### src/rtl/ro_pair_response_reader.sv
// RO-PUF measurement end: enables the RO bank, counts synchronized rising edges over a window,
// compares pairs and hands NUM_RO/2 response bits out on valid/ready. Option: RO_RESP_TIE_FLAG_EN.

module ro_edge_counter #(
    parameter int CNT_W = 16
) (
    input  logic             clk,
    input  logic             rst,
    input  logic             ro,
    input  logic             clr,
    input  logic             en,
    output logic [CNT_W-1:0] cnt
);
    localparam logic [CNT_W-1:0] CNT_MAX = '1;

    logic s1, s2, prev;

    always_ff @(posedge clk) begin
        if (rst) begin
            s1   <= 1'b0;
            s2   <= 1'b0;
            prev <= 1'b0;
            cnt  <= '0;
        end else begin
            s1   <= ro;
            s2   <= s1;
            prev <= s2;
            if (clr)
                cnt <= '0;
            else if (en && s2 && !prev && cnt != CNT_MAX)
                cnt <= cnt + 1'b1;
        end
    end
endmodule

module ro_pair_response_reader #(
    parameter int NUM_RO     = 4,
    parameter int CNT_W      = 16,
    parameter int SETTLE_CYC = 8,
    parameter int WINDOW     = 1024
) (
    input  logic                clk,
    input  logic                rst,
    input  logic                start,
    input  logic                pair_sel,
    input  logic [NUM_RO-1:0]   ro_in,
    output logic                ro_en,
    output logic                busy,
    output logic [NUM_RO/2-1:0] resp,
    output logic                resp_valid,
    input  logic                resp_ready
`ifdef RO_RESP_TIE_FLAG_EN
    ,
    output logic [NUM_RO/2-1:0] resp_tie
`endif
);
    localparam int NP   = NUM_RO / 2;
    localparam int TMAX = (SETTLE_CYC > WINDOW) ? SETTLE_CYC : WINDOW;
    localparam int TW   = $clog2(TMAX + 1);
    localparam logic [TW-1:0] SET_LAST = TW'((SETTLE_CYC > 0) ? SETTLE_CYC - 1 : 0);
    localparam logic [TW-1:0] WIN_LAST = TW'(WINDOW - 1);

    typedef enum logic [2:0] {IDLE, SETTLE, COUNT, COMPARE, HOLD} state_t;

    state_t                         state, state_nxt;
    logic [TW-1:0]                  timer;
    logic                           psel;
    logic                           cnt_clr, cnt_en;
    logic [NUM_RO-1:0][CNT_W-1:0]   cnt;
    logic [NP-1:0]                  resp_nxt;

    always_ff @(posedge clk) begin
        if (rst) state <= IDLE;
        else     state <= state_nxt;
    end

    always_comb begin
        state_nxt = state;
        case (state)
            IDLE:    if (start) state_nxt = (SETTLE_CYC == 0) ? COUNT : SETTLE;
            SETTLE:  if (timer == SET_LAST) state_nxt = COUNT;
            COUNT:   if (timer == WIN_LAST) state_nxt = COMPARE;
            COMPARE: state_nxt = HOLD;
            HOLD:    if (resp_ready) state_nxt = IDLE;
            default: state_nxt = IDLE;
        endcase
    end

    always_comb begin
        ro_en      = (state == SETTLE) || (state == COUNT);
        busy       = (state != IDLE);
        resp_valid = (state == HOLD);
        cnt_clr    = (state == IDLE) && start;
        cnt_en     = (state == COUNT);
    end

    // Timer restarts on every state change so each timed phase counts from zero.
    always_ff @(posedge clk) begin
        if (rst || state_nxt != state || !(state == SETTLE || state == COUNT))
            timer <= '0;
        else
            timer <= timer + 1'b1;
    end

    always_ff @(posedge clk) begin
        if (rst)                         psel <= 1'b0;
        else if (state == IDLE && start) psel <= pair_sel;
    end

    for (genvar i = 0; i < NUM_RO; i++) begin : g_lane
        ro_edge_counter #(.CNT_W(CNT_W)) u_cnt (
            .clk (clk),
            .rst (rst),
            .ro  (ro_in[i]),
            .clr (cnt_clr),
            .en  (cnt_en),
            .cnt (cnt[i])
        );
    end

    // psel=0 pairs neighbours (2k,2k+1); psel=1 pairs halves (k,k+NP).
    always_comb begin
        resp_nxt = '0;
        for (int k = 0; k < NP; k++) begin
            if (psel) resp_nxt[k] = cnt[k] > cnt[k+NP];
            else      resp_nxt[k] = cnt[2*k] > cnt[2*k+1];
        end
    end

    always_ff @(posedge clk) begin
        if (rst)                   resp <= '0;
        else if (state == COMPARE) resp <= resp_nxt;
    end

`ifdef RO_RESP_TIE_FLAG_EN
    logic [NP-1:0] tie_nxt;

    always_comb begin
        tie_nxt = '0;
        for (int k = 0; k < NP; k++) begin
            if (psel) tie_nxt[k] = cnt[k] == cnt[k+NP];
            else      tie_nxt[k] = cnt[2*k] == cnt[2*k+1];
        end
    end

    always_ff @(posedge clk) begin
        if (rst)                   resp_tie <= '0;
        else if (state == COMPARE) resp_tie <= tie_nxt;
    end
`endif
endmodule

### config.mk
export PLATFORM = sky130hd
export DESIGN_NAME = ro_pair_response_reader
export DESIGN_NICKNAME = d
export VERILOG_FILES = /design/src/rtl/ro_pair_response_reader.sv
export SDC_FILE = /design/constraint.sdc
export NUM_CORES = 1
export LEC_CHECK = 0
export ABC_CLOCK_PERIOD_IN_PS = 5100
export CAP_MARGIN = 10
export CORE_MARGIN = 10
export CORE_UTILIZATION = 65
export CTS_CLUSTER_SIZE = 12
export DETAILED_ROUTE_END_ITERATION = 7
export PLACE_DENSITY = 0.81
export SYNTH_ARGS = -nofsm -noshare
export SYNTH_HDL_FRONTEND = slang
export SYNTH_SLANG_ARGS = --single-unit
### constraint.sdc
create_clock -name clk -period 5.1 [get_ports clk]
set_clock_uncertainty 0.2 [all_clocks]
set_input_delay 0.765 -clock clk [delete_from_list [all_inputs] [get_ports clk]]
set_output_delay 0.765 -clock clk [all_outputs]
set_load 0.05 [all_outputs]
==> out/metrics.csv <==
stage,metric,value,unit
worst_setup_path,CP max stage delay,1.03,ns
drt,DR WL/cell,16.9,µm
yosys,main flop type after synthesis,dfxtp_1,
floorplan,Site Rows,34,
sta,fin. max-slew vios,0,
sta,final count of negative-setup-slack endpoints,0,
yosys,Synth top cells by count,"dfxtp_1, ha_1, nor2_1",
sta,final worst path period share,60.0,%
sta,Rel. slew slack,28.4,%
drt,drt first pass iters,7,
yosys,Yosys reg bits,93,
final_layout,Antenna Cells,0,
yosys,Synthesized Nets,766,
clocking,CTS Buf Count,9,
global_routing,initial antenna violation count,0,
power_and_ir_drop,Internal Pwr Total,0.00104,W
clocking,root buffer cell,clkbuf_8,
drt,detailed-route via count,5124,
yosys,Ys Warns,0,
drt,Residual DRC,0,
clocking,H-tree depth,3,
yosys,post-synth top area cell,dfxtp_1,
yosys,Syn Area/Cell,8.31,µm²
sta,final count of hold timing violations,0,
floorplan,starting density of the core,66.2,%
clocking,CTS tree,yes,
global_routing,Total GRT Usage,21.4,%
yosys,"top cells by area, synth","dfxtp_1, ha_1, xnor2_1",
power_and_ir_drop,clock network power share,41.6,%
flow_run,max-cap viol count,0,
power_and_ir_drop,Power Density,218,nW/µm²
placement,DP Area,5920,µm²
power_and_ir_drop,Psw,0.000303,W
yosys,Synth top area share,32.6,%
global_routing,vias in the first global route,4855,
final_layout,Area Growth Syn to Fin,7.53,%
floorplan,I/O Pins,14,
floorplan,die width,114,µm
outcome,run status,"finished, final reports clean",
sta,RSZ-0062 raised after global routing,no,
power_and_ir_drop,combinational share of power,3.6,%
drt,Initial DRC Count,386,
worst_setup_path,worst path required time,5.16,ns
drt,Total Wirelength,13.7,mm
placement,GPL Wtd Cong,0.919,
worst_setup_path,critical path type,in -> reg,
clocking,Worst-path clk slew,0.10,ns
final_layout,post-route design area,6150,µm²
worst_setup_path,"Slowest-stage cell, CP",clkdlybuf4s50_1,
sta,crit path time final,3.06,ns
placement,hpwl dp,10.4,mm
worst_setup_path,crit path DAT,3.12,ns
sta,Hold WS,0.256,ns
final_layout,post-layout net count,775,
clocking,post-CTS setup buffer count,0,
worst_setup_path,CP Max Fanout,35,
sta,upper clock frequency limit,327,MHz
floorplan,die footprint,12900,µm²
worst_hold_path,HP Class,reg -> reg,
power_and_ir_drop,leakage,2.19,nW
clocking,Clock Latency Late Sink,0.37,ns
clocking,CTS Buffer Depth,2,
yosys,synth unique cells,59,
yosys,Post-synth EDFFs,0,
floorplan,core area,8640,µm²
yosys,Synth Instances,688,
final_layout,share of layout cells above drive strength 1,3.99,%
placement,port bufs,13,
yosys,asr flop ratio synth,0,%
sta,Worst-Margin Slew,1.07,ns
drt,DRT antenna net count,0,
sta,final setup TNS,0,ns
clocking,CTS Hold Bufs,0,
placement,dpl ws,1.65,ns
clocking,clk sinks,93,
global_routing,first-pass GRT wire length,23.0,mm
power_and_ir_drop,worst vdd ir,0.195,mV
power_and_ir_drop,Net Sw Frac,22.6,%
sta,"Worst Setup Slack, final",2.04,ns
drt,via/cell ratio,6.33,
yosys,most common cell in the netlist,dfxtp_1,
worst_setup_path,Setup crit end kind,register,
global_routing,largest net degree at the start of global routing,36,
global_routing,GRT overflow,0,
yosys,post-synthesis sequential area ratio,32.6,%
worst_setup_path,Worst setup SP type,primary input,
floorplan,Die Y,114,µm
worst_setup_path,critical-path cell list,clkdlybuf4s50_1 > nand2b_2 > buf_4 > o31ai_1,
clocking,CTS resizes,0,
power_and_ir_drop,Reg power frac,54.8,%
yosys,Mapped Area,5720,µm²
state kept, by name (all words and copies together) (netlist names):
register	count
g_lane.u_cnt.s1	4
resp	2
g_lane.u_cnt.s2	4
timer	11
g_lane.u_cnt.cnt	64
state	3
psel	1
g_lane.u_cnt.prev	4
layout make-up:
cell class,instances,area (µm²)
Inverter,55,206
Clock buffer,11,141
Fill cell,691,2490
Sequential cell,93,1860
Multi-Input combinational cell,523,3570
Clock inverter,5,83.8
Timing Repair Buffer,15,145
Tap cell,108,135
cell families (layout without fill, tap and decap cells):
| family | after synthesis | in the layout | share of synthesized area (%) |
|---|---|---|---|
| AND/OR/NAND/NOR | 297 | 297 | 28.1 |
| AO/OA/AOI/OAI | 110 | 110 | 12.0 |
| flip-flops | 93 | 93 | 32.6 |
| buffers and inverters | 72 | 86 | 4.97 |
| adder cells (fa/ha/maj) | 69 | 69 | 15.1 |
| XOR/XNOR | 40 | 40 | 6.13 |
| multiplexers | 7 | 7 | 1.23 |
power groups by stage:
stage / clock (W) / sequential (W) / combinational (W)
5_1_grt: 0.000592 / 0.000735 / 0.0000526
3_3_place_gp: 0 / 0.000751 / 0.0000470
6_report: 0.000558 / 0.000735 / 0.0000486
3_5_place_dp: 0 / 0.000752 / 0.0000485
2_1_floorplan: 0 / 0.000750 / 0.0000329
4_1_cts: 0.000561 / 0.000735 / 0.0000487
worst max-delay path: cells and delay by family:
kind / cells / cell delay (ns)
compound gates: 1 / 0.12
buf+inv: 2 / 1.43
simple gates: 1 / 0.78
metrics by stage:
step	power, W	utilization [%]	instances
3_3_place_gp	0.000798	68.6	794
3_5_place_dp	0.000800	68.6	794
2_1_floorplan	0.000783	-	688
4_1_cts	0.00134	71.2	810
6_report	0.00134	71.2	810
5_1_grt	0.00138	71.2	810
layout by cell type, fill, tap and decap left out, types with 3 or more instances in the layout:
cell             Yosys  final
dfxtp_1             93     93
ha_1                69     69
nor2_1              61     61
inv_1               55     55
a21oi_1             47     47
nand2_1             41     41
nand3_1             38     38
nand4_1             37     37
xnor2_1             31     31
nor2b_1             21     21
o21ai_0             19     19
nor3_1              17     17
or3_1               16     16
nor4_1              13     13
clkdlybuf4s50_1      0     13
clkbuf_8             0     10
or4_1                9      9
xor2_1               9      9
and4_1               7      7
mux2i_1              7      7
o211ai_1             7      7
nor3b_1              6      6
and3_1               6      6
nand2b_1             7      6
a21o_1               5      5
and2_1               4      4
o31ai_1              4      4
a211oi_1             4      4
nor2_2               3      3
o41ai_1              3      3
a2111oi_0            3      3
final timing paths:
path	startpoint	end	slack (ns)	cells after the start
max reg2reg	state[1]	g_lane[2].u_cnt.cnt[15]	2.36	5
min reg2reg	g_lane[3].u_cnt.s1	g_lane[3].u_cnt.s2	0.26	1
max	rst	g_lane[2].u_cnt.cnt[1]	2.04	4
min	g_lane[3].u_cnt.s1	g_lane[3].u_cnt.s2	0.26	1
routing by layer:
layer / global-route usage, % / up-vias / wire (µm)
li1: - / 2511 / -
met1: 26.9 / 2438 / 6020
met2: 35.9 / 145 / 6630
met3: 3.83 / 30 / 731
met4: 7.60 / 0 / 292
met5: 0 / - / 0
(Power assumes the default switching activity.)
